**config.mk**
```make
export PLATFORM = sky130hd
export DESIGN_NAME = fetch_pc_unit
export DESIGN_NICKNAME = d
export VERILOG_FILES = /design/src/rtl/fetch_pc_unit.sv
export SDC_FILE = /design/constraint.sdc
export NUM_CORES = 1
export LEC_CHECK = 0
export ABC_AREA = 1
export CORE_MARGIN = 3
export CORE_UTILIZATION = 45
export DETAILED_ROUTE_END_ITERATION = 10
export HOLD_SLACK_MARGIN = 0.15
export MAX_ROUTING_LAYER = met4
export PLACE_DENSITY = 0.82
export SKIP_CTS_REPAIR_TIMING = 1
export SLEW_MARGIN = 10
export SYNTH_ARGS = -nofsm -noshare
export SYNTH_HDL_FRONTEND = slang
export SYNTH_SLANG_ARGS = --single-unit
```
**constraint.sdc**
```tcl
create_clock -name clk -period 5.4 [get_ports clk]
set_clock_uncertainty 0.15 [all_clocks]
set_input_delay 0.81 -clock clk [delete_from_list [all_inputs] [get_ports clk]]
set_output_delay 0.81 -clock clk [all_outputs]
set_load 0.01 [all_outputs]
```
**src/rtl/fetch_pc_unit.sv**
```systemverilog
// ============================================================================
// fetch_pc_unit
// ----------------------------------------------------------------------------
// Instruction-fetch / program-counter stage in front of the control decoder.
// It owns the program counter, fetches one word at a time from instruction
// memory over a req/ready handshake and holds the word in an instruction
// register. The decoder sees opcode and funct. Once the execute stage reports
// exec_done, the decoder's jump/beq/bne and the ALU zero flag select the next
// PC.
//
// Sequencing: IDLE -> FETCH -> EXEC -> FETCH -> EXEC ...
//   IDLE  : one cycle after reset, then on to FETCH.
//   FETCH : imem_req=1 and imem_addr=pc, held until imem_ready. On that edge
//           the word is captured into instr.
//   EXEC  : instr_valid=1. Waits for exec_done. On that edge pc advances to
//           next_pc and retire_cnt increments.
//
// Ports
//   clk, rst_n             clock (rising edge), async active-low reset
//   imem_req/addr          fetch request and address (address = pc)
//   imem_ready/rdata       memory accept and the fetched word (same cycle)
//   instr, instr_valid     instruction register and its valid flag
//   opcode, funct          instr[31:26] and instr[5:0]
//   jump, beq, bne, zero   decoder controls and ALU zero, sampled on exec_done
//   exec_done              execute stage has finished the current instruction
//   pc, pc_plus4           current instruction address and pc + 4
//   retire_cnt             number of completed instructions (wraps)
//
// All registered outputs depend only on state and instr. No input reaches an
// output combinationally. pc_plus4 is a function of pc alone.
// ============================================================================
module fetch_pc_unit #(
    parameter logic [31:0] RESET_PC = 32'h0000_0000
) (
    input  logic        clk,
    input  logic        rst_n,

    output logic        imem_req,
    output logic [31:0] imem_addr,
    input  logic        imem_ready,
    input  logic [31:0] imem_rdata,

    output logic [31:0] instr,
    output logic        instr_valid,
    output logic [5:0]  opcode,
    output logic [5:0]  funct,

    input  logic        jump,
    input  logic        beq,
    input  logic        bne,
    input  logic        zero,
    input  logic        exec_done,

    output logic [31:0] pc,
    output logic [31:0] pc_plus4,
    output logic [31:0] retire_cnt
);

    typedef enum logic [1:0] {
        IDLE  = 2'd0,
        FETCH = 2'd1,
        EXEC  = 2'd2
    } state_t;

    // The low two bits are forced to zero so that the PC stays word-aligned
    // even if the parameter is misconfigured.
    localparam logic [31:0] RESET_PC_ALIGNED = {RESET_PC[31:2], 2'b00};

    state_t      state;
    logic [31:0] pc_q;
    logic [31:0] instr_q;
    logic [31:0] retire_q;
    logic        req_q;
    logic        valid_q;

    logic [31:0] pc_plus4_w;
    logic [31:0] branch_offset;
    logic [31:0] branch_target;
    logic [31:0] jump_target;
    logic        branch_taken;
    logic [31:0] next_pc;

    // ------------------------------------------------------------------------
    // Next-PC datapath. Every sum is 32 bits wide, so wraparound is modulo 2^32.
    // ------------------------------------------------------------------------
    assign pc_plus4_w    = pc_q + 32'd4;

    // Sign-extended 16-bit word offset, turned into a byte offset.
    assign branch_offset = {{14{instr_q[15]}}, instr_q[15:0], 2'b00};
    assign branch_target = pc_plus4_w + branch_offset;

    // Pseudo-direct jump: keep the region bits of pc+4 and take a 26-bit word index.
    assign jump_target   = {pc_plus4_w[31:28], instr_q[25:0], 2'b00};

    // When beq and bne are both set, zero decides which one applies.
    assign branch_taken  = (beq && zero) || (bne && !zero);

    always_comb begin
        // NOTE: give every always_comb output a default value first. A path that leaves it unassigned would infer a latch.
        next_pc = pc_plus4_w;
        if (jump) begin
            next_pc = jump_target;
        end else if (branch_taken) begin
            next_pc = branch_target;
        end
    end

    // ------------------------------------------------------------------------
    // Control FSM. The handshake flags are registered next to the state, so
    // they change only on clock edges and never follow an input combinationally.
    // ------------------------------------------------------------------------
    always_ff @(posedge clk or negedge rst_n) begin
        if (!rst_n) begin
            // NOTE: state registers use non-blocking assignments. All of them then update together at the edge, whatever order they are written in.
            state    <= IDLE;
            pc_q     <= RESET_PC_ALIGNED;
            instr_q  <= '0;
            retire_q <= '0;
            req_q    <= 1'b0;
            valid_q  <= 1'b0;
        end else begin
            case (state)
                IDLE: begin
                    state <= FETCH;
                    req_q <= 1'b1;
                end

                FETCH: begin
                    // Wait states last as long as memory needs. The request
                    // and address stay stable because pc does not move here.
                    if (imem_ready) begin
                        instr_q <= imem_rdata;
                        state   <= EXEC;
                        req_q   <= 1'b0;
                        valid_q <= 1'b1;
                    end
                end

                EXEC: begin
                    // jump/beq/bne/zero are meaningful only alongside exec_done.
                    if (exec_done) begin
                        pc_q     <= next_pc;
                        retire_q <= retire_q + 32'd1;
                        state    <= FETCH;
                        req_q    <= 1'b1;
                        valid_q  <= 1'b0;
                    end
                end

                default: begin
                    state   <= IDLE;
                    req_q   <= 1'b0;
                    valid_q <= 1'b0;
                end
            endcase
        end
    end

    // ------------------------------------------------------------------------
    // Outputs
    // ------------------------------------------------------------------------
    assign imem_req    = req_q;
    assign imem_addr   = pc_q;
    assign instr       = instr_q;
    assign instr_valid = valid_q;
    assign opcode      = instr_q[31:26];
    assign funct       = instr_q[5:0];
    assign pc          = pc_q;
    assign pc_plus4    = pc_plus4_w;
    assign retire_cnt  = retire_q;

endmodule

```
==> impl_results.html <==
<table>
<tr><th>Metric</th><th>Value</th></tr>
<tr><th colspan="2">Run status</th></tr>
<tr><td>Outcome</td><td>finished clean</td></tr>
<tr><th colspan="2">Global route</th></tr>
<tr><td>Global-route track usage on met1</td><td>38.70%</td></tr>
<tr><td>Number of antenna violations at the first check in global routing</td><td>0</td></tr>
<tr><td>Global-route wire length before repair</td><td>around 44000 um</td></tr>
<tr><td>Global routing usage summed across all routing layers</td><td>28.40%</td></tr>
<tr><td>Most congested layer reported by global routing</td><td>met2</td></tr>
<tr><td>Largest net degree at the start of global routing</td><td>60</td></tr>
<tr><td>Met3 capacity usage during global routing</td><td>roughly 4.3%</td></tr>
<tr><td>Vias in the first global route</td><td>8215</td></tr>
<tr><td>Global-route congestion overflow total</td><td>0</td></tr>
<tr><td>Met2 demand-to-capacity share in global routing</td><td>about 44%</td></tr>
<tr><th colspan="2">STA</th></tr>
<tr><td>Share of the clock period used by the worst path</td><td>71.26%</td></tr>
<tr><td># setup viols final</td><td>0</td></tr>
<tr><td>Tightest Pin Transition</td><td>between 0.9 and 1 ns</td></tr>
<tr><td>WHS</td><td>about 0.34 ns</td></tr>
<tr><td>Relative max-transition margin</td><td>between 30% and 40%</td></tr>
<tr><td>Final hold violation count</td><td>0</td></tr>
<tr><td>Final-layout setup total negative slack</td><td>0 ns</td></tr>
<tr><td>Time the worst path needs with I/O delays and setup</td><td>3.848 ns</td></tr>
<tr><td>Number of slew-limit violations in the final report</td><td>0</td></tr>
<tr><td>Worst setup slack after layout</td><td>around 1.6 ns</td></tr>
<tr><td>RSZ-0062 raised after global routing</td><td>no</td></tr>
<tr><td>Fmax</td><td>about 0.26 GHz</td></tr>
<tr><th colspan="2">Synthesis</th></tr>
<tr><td>Cell Area, Synth</td><td>slightly above 8000 um2</td></tr>
<tr><td>Asr flop ratio synth</td><td>between 90% and 100%</td></tr>
<tr><td>Number of storage elements in the synthesis netlist</td><td>97</td></tr>
<tr><td>Mean post-synth cell area</td><td>between 6 and 7 um2</td></tr>
<tr><td>Number of enable-type register cells in the synthesized netlist</td><td>0</td></tr>
<tr><td>Gate count of the mapped netlist</td><td>~1.2k</td></tr>
<tr><td>Main flop type after synthesis</td><td>sky130_fd_sc_hd__dfrtp_1</td></tr>
<tr><td>Warning count from the yosys run</td><td>0</td></tr>
<tr><td>Register area share after synthesis</td><td>29.47%</td></tr>
<tr><td>Synth unique cells</td><td>45</td></tr>
<tr><th colspan="2">Setup path</th></tr>
<tr><td>Startpoint class of the critical path</td><td>flip-flop</td></tr>
<tr><td>Arrival time of data at the critical path endpoint</td><td>2.89 ns</td></tr>
<tr><td>Worst reg-to-reg setup slack</td><td>between 1.5 and 2 ns</td></tr>
<tr><td>RR Endpoint</td><td>imem_addr[21]</td></tr>
<tr><td>Highest net fanout along the worst path</td><td>7</td></tr>
<tr><td>CP endpoint kind</td><td>primary output</td></tr>
<tr><td>Type of the worst setup path</td><td>reg2out</td></tr>
<tr><td>Endpoint required time on the critical path</td><td>around 4.4 ns</td></tr>
<tr><td>Cells on worst reg2reg path</td><td>17</td></tr>
<tr><td>Reg-to-reg startpoint</td><td>imem_addr[2]</td></tr>
<tr><th colspan="2">Floorplanning</th></tr>
<tr><td>Die ar.</td><td>between 15000 and 20000 um2</td></tr>
<tr><td>Effective utilization at floorplan</td><td>about 47%</td></tr>
<tr><td>Placement row count</td><td>48</td></tr>
<tr><td>Die width</td><td>roughly 140 um</td></tr>
<tr><td>I/O pin count</td><td>about 210</td></tr>
<tr><td>Chip height</td><td>141.3 um</td></tr>
<tr><td>Floorplan core area</td><td>roughly 18000 um2</td></tr>
<tr><th colspan="2">Place</th></tr>
<tr><td>Placement-stage worst setup slack</td><td>1.681 ns</td></tr>
<tr><td>Area after DPL</td><td>10200 um2</td></tr>
<tr><td>HPWL after detailed placement</td><td>22040 um</td></tr>
<tr><td>RePlAce Congestion</td><td>1.014</td></tr>
<tr><td># port buffers</td><td>between 200 and 250</td></tr>
<tr><th colspan="2">Hold path</th></tr>
<tr><td>Type of the worst min-delay path</td><td>reg2reg</td></tr>
<tr><td>Launch instance of the worst min-delay path</td><td>retire_cnt[31]</td></tr>
<tr><td>Min-Delay Path Depth</td><td>1</td></tr>
<tr><td>End of the worst hold path</td><td>retire_cnt[31]</td></tr>
<tr><th colspan="2">Clocking</th></tr>
<tr><td>Clk buf depth</td><td>2</td></tr>
<tr><td>Clock-pin slew on the worst setup and hold paths</td><td>~0.070 ns</td></tr>
<tr><td>H-tree level count</td><td>3</td></tr>
<tr><td>CTS tree</td><td>yes</td></tr>
<tr><td>Worst-skew pair later-pin latency</td><td>between 0.3 and 0.4 ns</td></tr>
<tr><td>Clock sink total</td><td>a little under 100</td></tr>
<tr><td>Number of buffers added by the clock tree synthesis step</td><td>9</td></tr>
<tr><td>Root buffer cell</td><td>sky130_fd_sc_hd__clkbuf_16</td></tr>
<tr><th colspan="2">Detailed routing</th></tr>
<tr><td>Iter 0 DRT Violations</td><td>between 800 and 900</td></tr>
<tr><td>Drt first pass iters</td><td>5</td></tr>
<tr><td>Antenna Nets Post-Route</td><td>0</td></tr>
<tr><td>Average via count per standard cell</td><td>about 5.2</td></tr>
<tr><td>DR DRC count</td><td>0</td></tr>
<tr><td>Wire per inst</td><td>17.00 um</td></tr>
<tr><td>Total number of vias</td><td>about 8.5k</td></tr>
<tr><td>Routed wire length</td><td>between 20000 and 30000 um</td></tr>
<tr><th colspan="2">Power</th></tr>
<tr><td>Standby leakage power</td><td>5.458 nW</td></tr>
<tr><td>Maximum VDD drop</td><td>about 0.35 mV</td></tr>
<tr><td>Total power draw</td><td>~6.9 mW</td></tr>
<tr><td>Power density relative to cell area</td><td>659.1 nW/um2</td></tr>
<tr><th colspan="2">Final layout</th></tr>
<tr><td>Diodes inserted</td><td>0</td></tr>
<tr><td>Most frequent standard cell in the layout excluding fill and tap cells</td><td>sky130_fd_sc_hd__nand2_1</td></tr>
<tr><td>Most frequent cells in the layout</td><td>sky130_fd_sc_hd__nand2_1, sky130_fd_sc_hd__clkdlybuf4s50_1, sky130_fd_sc_hd__inv_1</td></tr>
<tr><td>FF+latch area</td><td>~2400 um2</td></tr>
<tr><td>Layout cell share with drive strength beyond 1</td><td>approximately 5.1%</td></tr>
<tr><td>Synth-to-layout area growth</td><td>27.82%</td></tr>
<tr><td>Fin nets</td><td>about 1.5k</td></tr>
<tr><td>Post-route cell area</td><td>10530 um2</td></tr>
<tr><td>Fill cells</td><td>between 1.5k and 2k</td></tr>
<tr><td>Area taken by multi-input logic gates</td><td>4623 um2</td></tr>
<tr><th colspan="2">Run</th></tr>
<tr><td>Count of max-cap constraint violations</td><td>0</td></tr>
</table>
synth_stat cells (all sizes together) (2+ instances only):
library cell	instances	area share [%]
nand2	408	19
inv	203	9.3
nor2	107	5.2
dfrtp	97	29
nand3	81	5.1
a21oi	52	3.2
buf	51	4.6
xor2	40	4.3
ha	37	5.6
mux2	28	3.8
nor3	20	1.5
o21ai	19	1.2
clkbuf	18	0.82
nand4	14	1.1
xnor2	13	1.4
a21boi	10	0.91
o211ai	6	0.55
nor4	4	0.67
or2	4	0.33
a21o	3	0.27
a22oi	3	0.27
and2	3	0.23
o21bai	3	0.27
nand3b	2	0.18
nor3b	2	0.18
o221ai	2	0.21
o22ai	2	0.15
worst max-delay path, stage by stage (launching register included):
cell and delay, ns:
sky130_fd_sc_hd__dfrtp_1 0.46, sky130_fd_sc_hd__ha_1 0.32, sky130_fd_sc_hd__nand3_1 0.22, sky130_fd_sc_hd__inv_1 0.17, sky130_fd_sc_hd__nand2_1 0.10, sky130_fd_sc_hd__nor2_1 0.27
sky130_fd_sc_hd__a21o_1 0.19, sky130_fd_sc_hd__and2_1 0.23, sky130_fd_sc_hd__clkdlybuf4s50_1 0.58
layout make-up:
type / count / share of cell area [%]
Multi-Input combinational cell: 875 / 43.92
Sequential cell: 97 / 23.06
Timing Repair Buffer: 211 / 19.95
Inverter: 204 / 7.274
Tap cell: 225 / 2.674
Clock buffer: 11 / 2.306
Clock inverter: 5 / 0.8202
metrics by stage:
stage | instances | utilization, %
6_report | 1628 | 59.82
2_1_floorplan | 1245 | -
3_5_place_dp | 1612 | 57.95
5_1_grt | 1628 | 59.82
3_3_place_gp | 1612 | 57.95
4_1_cts | 1628 | 59.82
sequential cells by signal (all words and copies together), names as in the netlist:
name,cells
imem_addr,30
instr_valid,1
state,2
retire_cnt,32
instr,32
where the power goes:
group | switching, mW | total [mW] | leakage, nW | internal, mW
registers | 0.452 | 1.42 | 1.16 | 0.972
clock network | 0.291 | 0.713 | 0.154 | 0.422
logic | 2.78 | 4.80 | 4.14 | 2.02
total | 3.52 | 6.94 | 5.46 | 3.42
cells by family after synthesis:
| family | synth area share [%] |
|---|---|
| buf+inv | 14.68 |
| fa+ha+maj | 5.864 |
| flops | 29.47 |
| compound gates | 7.353 |
| other cells | 0.04554 |
| xor+xnor | 5.637 |
| simple gates | 33.12 |
| mux | 3.829 |
routing by layer:
metal,vias up,wire length (um)
li1,4131,-
met1,3964,12340
met2,345,12620
met3,51,2022
met4,0,701
met5,-,0
how the worst max path moves through the flow:
stage                       startpoint            end  slack, ns  cells after the start
after detailed placement  imem_addr[2]  imem_addr[21]       1.68                     17
after global placement    imem_addr[2]  imem_addr[27]       1.70                     19
after CTS                 imem_addr[2]   pc_plus4[26]       1.61                      8
after global routing      imem_addr[2]  imem_addr[21]       1.13                     18
after floorplan           imem_addr[2]  imem_addr[31]       2.39                     21
final                     imem_addr[2]   pc_plus4[26]       1.55                      8
Power figures use the tool's default switching activity.
